==> config.mk <==
export PLATFORM = sky130hd
export DESIGN_NAME = mem_port_arbiter
export DESIGN_NICKNAME = d
export VERILOG_FILES = /design/src/rtl/mem_port_arbiter.sv
export SDC_FILE = /design/constraint.sdc
export NUM_CORES = 1
export LEC_CHECK = 0
export BUFFER_PORTS_ARGS = -buffer_cell sky130_fd_sc_hd__clkbuf_2
export CAP_MARGIN = 20
export CORE_AREA = 2 2 91 93
export CTS_CLUSTER_SIZE = 40
export DETAILED_ROUTE_END_ITERATION = 12
export DIE_AREA = 0 0 93 95
export PLACE_DENSITY = 0.57
export SYNTH_ARGS = -nofsm -noshare
export SYNTH_HDL_FRONTEND = slang
export SYNTH_SLANG_ARGS = --single-unit
==> constraint.sdc <==
create_clock -name clk_i -period 2.33 [get_ports clk_i]
set_input_delay 0.5825 -clock clk_i [delete_from_list [all_inputs] [get_ports clk_i]]
set_output_delay 0.5825 -clock clk_i [all_outputs]
set_load 0.01 [all_outputs]
==> src/rtl/mem_port_arbiter.sv <==
// mem_port_arbiter: fixed-priority share of one single-port SRAM among loader, data port and fetch, with fetch anti-starvation.
module mem_port_arbiter #(
  parameter int AW       = 11,
  parameter int MAX_WAIT = 4
) (
  input  logic          clk_i,
  input  logic          reset_i,
  input  logic          ld_req_i,
  input  logic          ld_lock_i,
  input  logic          ld_wen_i,
  input  logic [AW-1:0] ld_addr_i,
  input  logic [3:0]    ld_wmask_i,
  input  logic [31:0]   ld_wdata_i,
  input  logic          dm_req_i,
  input  logic          dm_wen_i,
  input  logic [AW-1:0] dm_addr_i,
  input  logic [3:0]    dm_wmask_i,
  input  logic [31:0]   dm_wdata_i,
  input  logic          im_req_i,
  input  logic [AW-1:0] im_addr_i,
  output logic          ld_gnt_o,
  output logic          dm_gnt_o,
  output logic          im_gnt_o,
  output logic          ld_rvalid_o,
  output logic          dm_rvalid_o,
  output logic          im_rvalid_o,
  output logic [31:0]   rdata_o,
  output logic          core_stall_o,
  output logic          mem_csb_o,
  output logic          mem_wen_o,
  output logic [AW-1:0] mem_addr_o,
  output logic [3:0]    mem_wmask_o,
  output logic [31:0]   mem_wdata_o,
  input  logic [31:0]   mem_rdata_i
);
  typedef enum logic {IDLE, LOCKED} state_t;
  state_t     state;
  logic [3:0] wait_cnt;
  logic       locked, im_starved;
  // Grants are gated by reset so the memory stays deselected while reset is held.
  always_comb begin
    locked       = (state == LOCKED) && ld_lock_i;
    im_starved   = !locked && im_req_i && (wait_cnt == 4'(MAX_WAIT));
    ld_gnt_o     = reset_i && ld_req_i;
    dm_gnt_o     = reset_i && !locked && !ld_req_i && !im_starved && dm_req_i;
    im_gnt_o     = reset_i && !locked && !ld_req_i && !dm_gnt_o && im_req_i;
    mem_csb_o    = !(ld_gnt_o || dm_gnt_o || im_gnt_o);
    mem_wen_o    = ld_gnt_o ? ld_wen_i : dm_gnt_o ? dm_wen_i : 1'b1;
    mem_addr_o   = ld_gnt_o ? ld_addr_i : dm_gnt_o ? dm_addr_i : im_gnt_o ? im_addr_i : '0;
    mem_wmask_o  = ld_gnt_o ? ld_wmask_i : dm_gnt_o ? dm_wmask_i : 4'b0000;
    mem_wdata_o  = ld_gnt_o ? ld_wdata_i : dm_gnt_o ? dm_wdata_i : 32'h0;
    core_stall_o = (dm_req_i && !dm_gnt_o) || (im_req_i && !im_gnt_o);
    rdata_o      = mem_rdata_i;
  end
  always_ff @(posedge clk_i or negedge reset_i) begin
    if (!reset_i) begin
      state       <= IDLE;
      wait_cnt    <= 4'd0;
      ld_rvalid_o <= 1'b0;
      dm_rvalid_o <= 1'b0;
      im_rvalid_o <= 1'b0;
    end else begin
      state       <= (locked || (ld_gnt_o && ld_lock_i)) ? LOCKED : IDLE;
      wait_cnt    <= (im_req_i && !im_gnt_o) ? ((wait_cnt == 4'(MAX_WAIT)) ? wait_cnt : wait_cnt + 4'd1) : 4'd0;
      ld_rvalid_o <= ld_gnt_o && ld_wen_i;
      dm_rvalid_o <= dm_gnt_o && dm_wen_i;
      im_rvalid_o <= im_gnt_o;
    end
  end
endmodule

[Word level (Yosys, flattened, before mapping)]
Index checks and enable logic that the tools add are counted.
Storage, ports and cells
  flip-flop bits (word level): 8
  bits of input ports: 145
  output and inout port bits: 88
  word-level logic and storage cells: 45
Cells by class
  $add $sub $neg: 1
  equality and inequality tests: 2
  mux-type cells: 12
  reduce and logical (&&, ||, !) cells: 25
Operators by type and width (number)
  32-bit two-way mux: 2
  11-bit two-way mux: 3
  4-bit two-way mux: 4
  1-bit logical AND: 15
  1-bit logical NOT: 6
  4-bit by 1-bit adder with 4-bit output (second input constant): 1
  4-bit by 3-bit == test with 1-bit output (second input constant): 1
  1-bit logical OR: 4
  1-bit two-way mux: 3
  2-bit != test (second input constant): 1

[Logic depth before layout (Yosys ltp)]
Gate-level depths: netlist of run 1.
  word-level depth: 13
  depth in mapped cells: 6
  gate-level depth less buffers: 5

[Worst setup path after synthesis of run 1]
No wires, ideal clock.
  path type: register to output
  from: register wait_cnt[0]
  to: output mem_addr_o[0]
  arrival time: 1.715 ns
  data required time: 1.747 ns
  setup slack: 0.032 ns
  cell stages (with the launch flop): 7
  path buffers: 1
  cells stage by stage: dfrtp_1 -> inv_1 -> ha_1 -> and4b_4 -> nor4b_4 -> buf_6 -> a221o_1
Between the ends
  word-level cells in the longest chain between the ends: 11
Ends and longest elaborated chain
  start: declaration: line 38  | logic [3:0] wait_cnt;
  start signal: assignment: line 64  | wait_cnt <= (im_req_i && !im_gnt_o) ? ((wait_cnt == 4'(MAX_WAIT)) ? wait_cnt : wait_cnt + 4'd1) : 4'd0;
  4-bit by 3-bit == test with 1-bit output (*): line 43  | im_starved = !locked && im_req_i && (wait_cnt == 4'(MAX_WAIT));
  1-bit logical AND (*): line 43
  1-bit logical NOT (*): line 45  | dm_gnt_o = reset_i && !locked && !ld_req_i && !im_starved && dm_req_i;
  1-bit logical AND (*) (2 in series): line 45
  1-bit logical NOT: line 46  | im_gnt_o = reset_i && !locked && !ld_req_i && !dm_gnt_o && im_req_i;
  1-bit logical AND (2 in series): line 46
  11-bit two-way mux: line 49  | mem_addr_o = ld_gnt_o ? ld_addr_i : dm_gnt_o ? dm_addr_i : im_gnt_o ? im_addr_i : '0;
  11-bit two-way mux (*) (2 in series): line 49
  end: declaration: line 31  | output logic [AW-1:0] mem_addr_o,
Mark *: on every way between the ends. The rest lies on a longest branch, timed or not.

[Worst setup path after layout of run 1]
  from: register wait_cnt[0]
  to: output mem_addr_o[10]
Same word-level chain as after synthesis.

==> impl_metrics.py, run 1 <==
metrics = {
    "power": {
        "power_density_nw_per_um2": 333,
        "p_int_w": 0.000495,
        "p_sw_share_pct": 33.8,
        "vdd_drop_max_uv": 120,
        "p_clk_share_pct": 23.2,
        "power.switching_w": 0.000253,
        "p_comb_share_pct": 55.4,
        "p_seq_share_pct": 21.4,
        "p_leak_nw": 1.34,
    },
    "worst_setup_path": {
        "required_ns": 1.75,
        "crit_slowest_cell": "dfrtp_1",
        "cp.arrival_ns": 1.95,
        "slowest_delay_ns": 0.37,
        "start_kind": "register",
        "endpoint_kind": "output port",
        "cp_num_buf_inv": 4,
        "path_class": "register to output port",
        "cp_max_fo": 17,
        "crit_chain": "inv_1 > ha_2 > and4b_4 > nor4b_4 > buf_6 > buf_12 > a221o_2 > clkbuf_2",
        "crit_family": "buffers and inverters",
    },
    "die": {
        "core-area_um2": 7930,
        "die_area_um2": 8840,
        "pin_count": 233,
        "initial_core_util_pct": 16.4,
        "die_y_um": 95,
        "rows": 33,
        "die_w_um": 93,
    },
    "final_layout": {
        "nets": 439,
        "antenna_cells": 0,
        "fill_cells": 850,
        "mostFrequentLayoutCells": "clkbuf_2 (129), buf_2 (37), a22o_1 (36), and3_1 (12), buf_4 (11)",
        "layout-drive-gt1-share_pct": 68.3,
        "area.growth.synth_to_final_pct": 72.4,
        "final_cells": 395,
        "layout_commonest_cell": "clkbuf_2",
        "design_area_um2": 2240,
    },
    "drt": {
        "drtIter0Drc": 31,
        "totalWireLength_um": 5610,
        "drt_pre_antenna_iters": 4,
        "ant_nets": 0,
        "routed_via_density": 4.51,
        "num_vias": 1781,
        "drc": 0,
        "wl_per_cell_um": 14.2,
    },
    "placement": {
        "gp_congestion": 0.758,
        "place_ws_ns": -0.157,
        "place_inst": 385,
        "dp_hpwl_um": 4370,
        "placed_area_um2": 2090,
        "portBuffers": 168,
    },
    "run_status": {
        "violations": "setup timing",
        "status": "complete, but fails checks",
    },
    "timing": {
        "worst_pin_slew_ns": 0.560,
        "hold_viol": 0,
        "slew_headroom_pct": 62.5,
        "clock.fmax_mhz": 395,
        "post-route-period-util_pct": 109,
        "maxSlewViolCount": 0,
        "rsz0062_at_grt": "true",
        "layout_min_cycle_time_ns": 2.53,
        "skew_ns": 0.00380,
        "setup_slack_ns": -0.204,
        "setup_viol": 49,
    },
    "yosys": {
        "yosysWarnings": 0,
        "synth_nets": 291,
        "synth_flop_cell": "dfrtp_1",
        "synth_area_um2": 1300,
        "syn_avg_cell_area_um2": 9.04,
        "synth_cell_types": 29,
        "ys_ff_latch": 8,
        "synth_edf_count": 0,
        "synthArstFlopShare_pct": 100,
        "syn-instance-count": 144,
        "yosysSeqAreaShare_pct": 15.4,
    },
    "min_path": {
        "min_path_type": "input port to async pin",
    },
    "cts": {
        "h-tree-depth": 1,
        "clock-root-buffer": "clkbuf_8",
        "cts_sinks": 8,
        "cts_buffers": 3,
        "cts_buffer_depth": 2,
        "cts_tree": "built",
        "clk_pin_slew_ns": 0.05,
        "clk_latency_ns": 0.23,
        "cts_hold_buf": 0,
    },
    "job": {
        "maxCapViolations": 0,
    },
    "global_route": {
        "grt_first_pass_wirelength_um": 7370,
        "antenna_found_initial": 0,
        "grt_pass1_vias": 1495,
        "grt_util_all_layers_pct": 11.0,
        "grt_max_degree": 22,
        "gr-total-overflow": 0,
    },
}
==> power by group through the flow <==
stage	clock network [W]	registers, W	logic [W]
floorplan	0	0.000164	0.000234
global placement	0	0.000162	0.000382
detailed placement	0	0.000162	0.000387
CTS	0.000183	0.000160	0.000415
global route	0.000191	0.000162	0.000450
finish	0.000173	0.000160	0.000414
==> layout make-up <==
class                           instances  area [um2]  share of cell area [%]
Timing Repair Buffer                  188        1100                    48.9
Multi-Input combinational cell         86         754                    33.6
Sequential cell                         8         200                    8.92
Tap cell                              105         131                    5.86
Clock buffer                            3        41.3                    1.84
Inverter                                5        18.8                   0.837
==> worst reg2reg max path, stage by stage, from the launching register on <==
cell and delay, ns:
dfrtp_1 0.37, inv_1 0.07, ha_2 0.18, buf_4 0.12, nand3b_4 0.09, buf_4 0.17, a211oi_1 0.51, nor3_1 0.10
==> cell usage after synthesis, types with 2 or more instances <==
cell | count | area share [%]
a211oi_1 | 2 | 1.2
a221o_1 | 10 | 7.7
a22o_1 | 36 | 24
and2_1 | 2 | 0.96
and3_1 | 12 | 5.8
buf_4 | 33 | 19
buf_6 | 5 | 4.3
clkbuf_1 | 6 | 1.7
dfrtp_1 | 8 | 15
ha_1 | 2 | 1.9
inv_1 | 5 | 1.4
mux2i_1 | 2 | 1.5
nor3_1 | 4 | 1.5
xnor2_1 | 2 | 1.3
==> flip-flops by register name (all words and copies together) (netlist names) <==
register and flops:
state 1, dm_rvalid_o 1, im_rvalid_o 1, wait_cnt 4, ld_rvalid_o 1
==> through the flow <==
step	utilization, %	hold WS [ns]	setup TNS, ns	total power, W
final	28.3	0.317	-6.47	0.000748
after global routing	28.3	0.340	-10.38	0.000802
after CTS	28.4	0.319	-8.01	0.000757
after detailed placement	26.4	0.474	-4.52	0.000549
after global placement	26.4	0.470	-3.38	0.000544
after floorplan	-	0.287	0	0.000398
==> timing repair <==
item | in CTS | in global routing
pin swaps | 3 | 1
endpoints found under the setup margin | 51 | 51
gates resized for setup | 5 | 43
endpoints found under the hold margin | 0 | 0
buffers inserted | 3 | 3
cloned | 3 | 0
==> final timing paths <==
path                        startpoint             end  slack (ns)  cells after the start
setup / recovery           wait_cnt[0]  mem_addr_o[10]       -0.20                      8
hold / removal                 reset_i           state        0.32                      2
setup reg to reg           wait_cnt[0]     wait_cnt[1]        0.57                      7
hold reg to reg                  state           state        0.48                      1
max in group asynchronous      reset_i     dm_rvalid_o        1.82                      2
min in group clk_i               state           state        0.48                      1
==> cell families (layout without fill, tap and decap cells) <==
logic type	count (synthesis)	in the layout	synth area share, %
multiplexers	2	2	1.54
AO/OA/AOI/OAI	54	54	38.2
adder cells (fa/ha/maj)	2	2	1.92
flip-flops	8	8	15.4
XOR/XNOR	2	2	1.35
buffers and inverters	50	196	26.8
AND/OR/NAND/NOR	26	26	14.8
==> layer usage <==
metal | track usage [%] | vias up | wire (um)
li1 | - | 822 | -
met1 | 10.8 | 805 | 1950
met2 | 22.4 | 142 | 2940
met3 | 3.11 | 12 | 661
met4 | 3.06 | 0 | 55
met5 | 0 | - | 0
(Power assumes the default switching activity.)
==> run 2, diff against run 1 <==
--- a/config.mk
+++ b/config.mk
@@ -7,2 +7,3 @@
 export LEC_CHECK = 0
+export ABC_AREA = 1
 export BUFFER_PORTS_ARGS = -buffer_cell sky130_fd_sc_hd__clkbuf_2
@@ -10,3 +11,3 @@
 export CORE_AREA = 2 2 91 93
-export CTS_CLUSTER_SIZE = 40
+export CTS_CLUSTER_SIZE = 20
 export DETAILED_ROUTE_END_ITERATION = 12
==> constraint.sdc (replaced) <==
create_clock -name clk_i -period 2.33 [get_ports clk_i]
set_input_delay 0.466 -clock clk_i [delete_from_list [all_inputs] [get_ports clk_i]]
set_output_delay 0.466 -clock clk_i [all_outputs]
set_load 0.01 [all_outputs]
==> run 2 against run 1 <==
  * The flow now finishes without violations
  * Power shrank 9.6%
  * Non-clock buffer count shrank 12
  * Clock power decreased by 8%
==> impl_metrics.py, run 2 <==
metrics = {
    "run_status": {
        "status": "finished clean",
    },
    "cts": {
        "cts_buffer_depth": 2,
        "clk_latency_ns": 0.22,
        "cts_tree": "built",
        "h-tree-depth": 1,
        "cts_setup_buffers": 0,
        "clock-root-buffer": "clkbuf_8",
        "cts_sinks": 8,
        "clk_pin_slew_ns": 0.04,
        "cts_buffers": 3,
    },
    "final_layout": {
        "largest_reg_flops": 4,
        "layout_commonest_cell": "clkbuf_2",
        "nets": 534,
        "layout-drive-gt1-share_pct": 48.3,
        "mostFrequentLayoutCells": "clkbuf_2 (168), nand2_1 (142), nand3_1 (25), inv_1 (9), dfrtp_1 (8)",
        "fill_cells": 897,
        "area.growth.synth_to_final_pct": 60.4,
        "seq_area_um2": 200,
        "largest_register": "wait_cnt",
        "utilization_pct": 27.2,
        "final_cells": 491,
        "multi_input_area_um2": 818,
    },
    "yosys": {
        "synthTopCellsByCount": "nand2_1 (142), buf_4 (33), nand3_1 (25)",
        "yosysWarnings": 0,
        "synth_area_um2": 1350,
        "ys_ff_latch": 8,
        "synth_nets": 397,
        "yosys.area.top_type_share_pct": 39.6,
        "synth_flop_cell": "dfrtp_1",
        "synthArstFlopShare_pct": 100,
        "synth_cell_types": 20,
        "yosysSeqAreaShare_pct": 14.9,
        "syn_avg_cell_area_um2": 5.39,
        "yosysMostFrequentCell": "nand2_1",
        "synth_area_leader_cell": "nand2_1",
        "synth_edf_count": 0,
        "syn-instance-count": 250,
        "synthTopCellsByArea": "nand2_1 (40%), buf_4 (18%), dfrtp_1 (15%)",
    },
    "global_route": {
        "grt_util_all_layers_pct": 9.88,
        "grt_pass1_vias": 1526,
        "grt_max_degree": 30,
        "grt_first_pass_wirelength_um": 6850,
        "antenna_found_initial": 0,
        "gr-total-overflow": 0,
    },
    "timing": {
        "worst_pin_slew_ns": 0.294,
        "slew_headroom_pct": 80.4,
        "layout_min_cycle_time_ns": 2.17,
        "setup_viol": 0,
        "hold_viol": 0,
        "skew_ns": 0.00177,
        "tns_ns": 0,
        "post-route-period-util_pct": 93.3,
        "clock.fmax_mhz": 460,
        "maxSlewViolCount": 0,
        "rsz0062_at_grt": "false",
    },
    "worst_setup_path": {
        "endpoint_kind": "output port",
        "required_ns": 1.86,
        "cp.arrival_ns": 1.71,
        "cp_max_fo": 6,
        "path_class": "register to output port",
        "start_kind": "register",
    },
    "die": {
        "die_area_um2": 8840,
        "core-area_um2": 7930,
        "die_w_um": 93,
        "pin_count": 233,
        "die_y_um": 95,
        "rows": 33,
        "initial_core_util_pct": 17.0,
    },
    "drt": {
        "drt_pre_antenna_iters": 4,
        "drtIter0Drc": 43,
        "wl_per_cell_um": 10.5,
        "routed_via_density": 3.91,
        "totalWireLength_um": 5140,
        "ant_nets": 0,
        "drc": 0,
        "num_vias": 1922,
    },
    "power": {
        "vdd_drop_max_uv": 128,
        "p_leak_nw": 1.42,
        "power_density_nw_per_um2": 313,
    },
    "job": {
        "maxCapViolations": 0,
    },
    "placement": {
        "portBuffers": 168,
        "place_inst": 486,
        "gp_congestion": 0.720,
        "dp_hpwl_um": 4350,
    },
    "min_path": {
        "min_path_type": "input port to async pin",
    },
}
-- run 2: cell types whose count changed after synthesis, sizes merged, moves of 3 or more --
cell,before,now
nor2,1,7
a221o,11,0
and3,12,0
a22o,36,0
inv,5,11
nand2,1,142
nand3,1,26
and2,3,0
nor3,4,0
-- run 2: final timing paths --
check	endpoint	slack (ns)	startpoint	cells after the start
max	mem_addr_o[1]	0.16	wait_cnt[1]	8
min	wait_cnt[3]	0.17	reset_i	2
max reg2reg	wait_cnt[0]	0.89	wait_cnt[1]	7
min reg2reg	state	0.47	state	2
max in group asynchronous	ld_rvalid_o	2.03	reset_i	2
min in group clk_i	state	0.46	ld_lock_i	3
-- run 2: layout make-up --
| class | count | share of cell area, % |
|---|---|---|
| well taps | 105 | 6.08 |
| clock buffers | 3 | 1.91 |
| multi-input cells | 186 | 37.9 |
| diodes | 1 | 0.116 |
| flip-flops and latches | 8 | 9.27 |
| repair buffers | 176 | 42.6 |
| inverters | 12 | 2.09 |
-- run 2: power by group --
| part | switching [W] | internal (W) | leakage, nW |
|---|---|---|---|
| sequential | 0.0000119 | 0.000151 | 0.108 |
| combinational | 0.000184 | 0.000170 | 1.29 |
| clock | 0.0000480 | 0.000111 | 0.0216 |
| total | 0.000244 | 0.000432 | 1.42 |
-- run 2: cells by family (layout without fill, tap and decap cells) --
logic type                 after synthesis  count (layout)  synth area share [%]
AOI/OAI and AO/OA                        6               6                  2.79
xor gates and xnor gates                 2               2                  1.30
adders and majority gates                2               2                  1.86
buffers and inverters                   56             191                  26.7
DFF                                      8               8                  14.9
other                                    0               1                     0
and+or+nand+nor                        176             176                  52.5
-- run 2: layer usage --
layer  wire length (um)  GRT usage, %
met5                  0             0
met4                106          3.92
met3                465          2.08
met1               1900          10.7
met2               2670          18.7
-- run 2: repair_timing --
action	CTS	global route
endpoints found under the setup margin	0	22
hold buffers	0	0
resized for setup	0	10
-- run 2: worst max-delay path: stages, from the launching register on --
cell      delay, ns
dfrtp_1        0.39
inv_1          0.11
ha_4           0.17
nand4_4        0.13
a21oi_4        0.21
buf_6          0.15
nand3_1        0.10
nand3_1        0.09
clkbuf_2       0.13
-- run 2: per-stage QoR --
step | area, um2 | worst slack (ns) | hold WS [ns] | power [W]
6_report | 2160 | 0.156 | 0.172 | 0.000676
5_1_grt | 2160 | 0.00953 | 0.178 | 0.000734
4_1_cts | 2110 | 0.0263 | 0.172 | 0.000666
3_5_place_dp | 2070 | 0.262 | 0.408 | 0.000500
3_3_place_gp | 2070 | 0.290 | 0.420 | 0.000496
2_1_floorplan | 1350 | 0.476 | 0.170 | 0.000376
==> run 3, diff against run 2 <==
Settings changed: CTS_CLUSTER_SIZE 20 to default, RECOVER_POWER from default to 25.
==> run 3 against run 2 <==
  * Critical endpoint unchanged
  * Final cell count unchanged
  * Sequential share of layout area about the same
  * Sequential cell count unchanged
  * Largest power group unchanged
  * Fmax decreased by 0.14%
  * Critical path depth unchanged
  * Non-clock buffer count unchanged
  * Routed wire length about the same
  * Utilization decreased by 0.063 points
  * Sequential power about the same
  * Clock power about the same
  * Global-route usage unchanged
  * Combinational power about the same
==> impl_metrics.py, run 3 (same netlist as run 2, synthesis figures left out) <==
metrics = {
    "timing": {
        "skew_ns": 0.000955,
        "rsz0062_at_grt": "false",
        "maxSlewViolCount": 0,
        "layout_min_cycle_time_ns": 2.18,
        "post-route-period-util_pct": 93.4,
        "clock.fmax_mhz": 459,
        "slew_headroom_pct": 71.0,
        "worst_pin_slew_ns": 0.435,
        "tns_ns": 0,
        "hold_viol": 0,
        "setup_viol": 0,
        "worst_hold_slack_ns": 0.299,
    },
    "final_layout": {
        "layout-drive-gt1-share_pct": 47.8,
        "layout_commonest_cell": "clkbuf_2",
        "mostFrequentLayoutCells": "clkbuf_2 (167), nand2_1 (142), nand3_1 (25), inv_1 (9), dfrtp_1 (8)",
        "nets": 534,
        "largest_reg_flops": 4,
        "largest_register": "wait_cnt",
        "final_cells": 491,
        "fill_cells": 898,
        "area.growth.synth_to_final_pct": 60.0,
    },
    "placement": {
        "place_inst": 486,
        "portBuffers": 168,
        "dp_hpwl_um": 4350,
        "gp_congestion": 0.720,
    },
    "global_route": {
        "grt_pass1_vias": 1526,
        "antenna_found_initial": 0,
        "grt_max_degree": 30,
        "grt_first_pass_wirelength_um": 6850,
        "gr-total-overflow": 0,
        "grt_util_all_layers_pct": 9.88,
    },
    "worst_setup_path": {
        "r2r-end": "wait_cnt[0]",
        "start_kind": "register",
        "worstReg2RegStart": "wait_cnt[1]",
        "cp.arrival_ns": 1.71,
        "reg2reg_slack_ns": 0.89,
        "endpoint_kind": "output port",
        "path_class": "register to output port",
        "cp_max_fo": 6,
        "rr_worst_depth": 7,
        "required_ns": 1.86,
    },
    "die": {
        "pin_count": 233,
        "core-area_um2": 7930,
        "die_area_um2": 8840,
        "rows": 33,
        "initial_core_util_pct": 17.0,
        "die_w_um": 93,
        "die_y_um": 95,
    },
    "power": {
        "p_int_w": 0.000431,
        "p_comb_share_pct": 52.3,
        "p_seq_share_pct": 24.2,
        "vdd_drop_max_uv": 127,
        "p_leak_nw": 1.41,
        "power_density_nw_per_um2": 313,
        "power.switching_w": 0.000243,
        "p_sw_share_pct": 36.1,
        "p_clk_share_pct": 23.5,
    },
    "drt": {
        "ant_nets": 0,
        "routed_via_density": 3.93,
        "num_vias": 1930,
        "drc": 0,
        "drtIter0Drc": 43,
        "drt_pre_antenna_iters": 4,
        "totalWireLength_um": 5140,
        "wl_per_cell_um": 10.5,
    },
    "cts": {
        "cts_sinks": 8,
        "clock-root-buffer": "clkbuf_8",
        "clk_pin_slew_ns": 0.04,
        "cts_tree": "built",
        "cts_buffers": 3,
        "h-tree-depth": 1,
        "cts_buffer_depth": 2,
        "cts_setup_buffers": 0,
        "clk_latency_ns": 0.22,
    },
    "job": {
        "maxCapViolations": 0,
    },
    "run_status": {
        "status": "finished clean",
    },
    "min_path": {
        "min_path_type": "input port to async pin",
    },
}
-- run 3: changes by cell type in the layout (fill, tap and decap cells not counted), sizes merged --
cell    before  now
clkbuf     171  172
buf          8    7
-- run 3: worst max-delay path: stages, from the launching register on --
cell,delay [ns]
dfrtp_1,0.39
inv_1,0.11
ha_4,0.17
nand4_4,0.13
a21oi_4,0.22
buf_6,0.15
nand3_1,0.10
nand3_1,0.09
clkbuf_2,0.13
-- run 3: repair_timing --
item	4_1_cts	5_1_grt
hold buffers	0	0
setup endpoints to repair	0	22
gates resized for setup	0	10
-- run 3: worst max-delay path by stage --
stage | start | to | slack (ns) | cells past startpoint
6_report | wait_cnt[1] | mem_addr_o[1] | 0.15 | 8
2_1_floorplan | wait_cnt[0] | mem_csb_o | 0.48 | 7
4_1_cts | wait_cnt[0] | mem_addr_o[6] | 0.03 | 8
5_1_grt | wait_cnt[1] | mem_addr_o[6] | 0.01 | 8
3_3_place_gp | wait_cnt[0] | mem_addr_o[6] | 0.29 | 8
3_5_place_dp | ld_lock_i | mem_addr_o[8] | 0.26 | 10
-- run 3: cell type report --
type                       instances  area [um2]  share of cell area, %
multi-input combinational        186         818                   38.0
inverter                          12        45.0                   2.09
tap                              105         131                   6.10
antenna                            1        2.50                  0.116
sequential                         8         200                   9.29
clock buffer                       3        41.3                   1.92
timing repair buffer             176         916                   42.5
-- run 3: per-layer routing --
metal	global-route usage [%]	wire length (um)	vias up
met5	0	0	-
met4	3.92	102	0
met3	2.08	479	12
met2	18.7	2670	108
met1	10.7	1880	805
li1	-	-	1005
-- run 3: through the flow --
step                setup slack (ns)  total power [W]  cell area, um2  util [%]
global route                 0.00951         0.000733            2150      27.1
floorplan                      0.476         0.000376            1350         -
finish                         0.153         0.000675            2150      27.2
CTS                           0.0263         0.000666            2110      26.6
global placement               0.290         0.000496            2070      26.1
detailed placement             0.262         0.000500            2070      26.1
-- run 3: power groups by stage --
stage	clock network (W)	logic (W)	registers (W)
after detailed placement	0	0.000337	0.000163
after global routing	0.000173	0.000395	0.000165
after CTS	0.000166	0.000339	0.000161
after global placement	0	0.000333	0.000163
after floorplan	0	0.000214	0.000162
final	0.000159	0.000353	0.000163
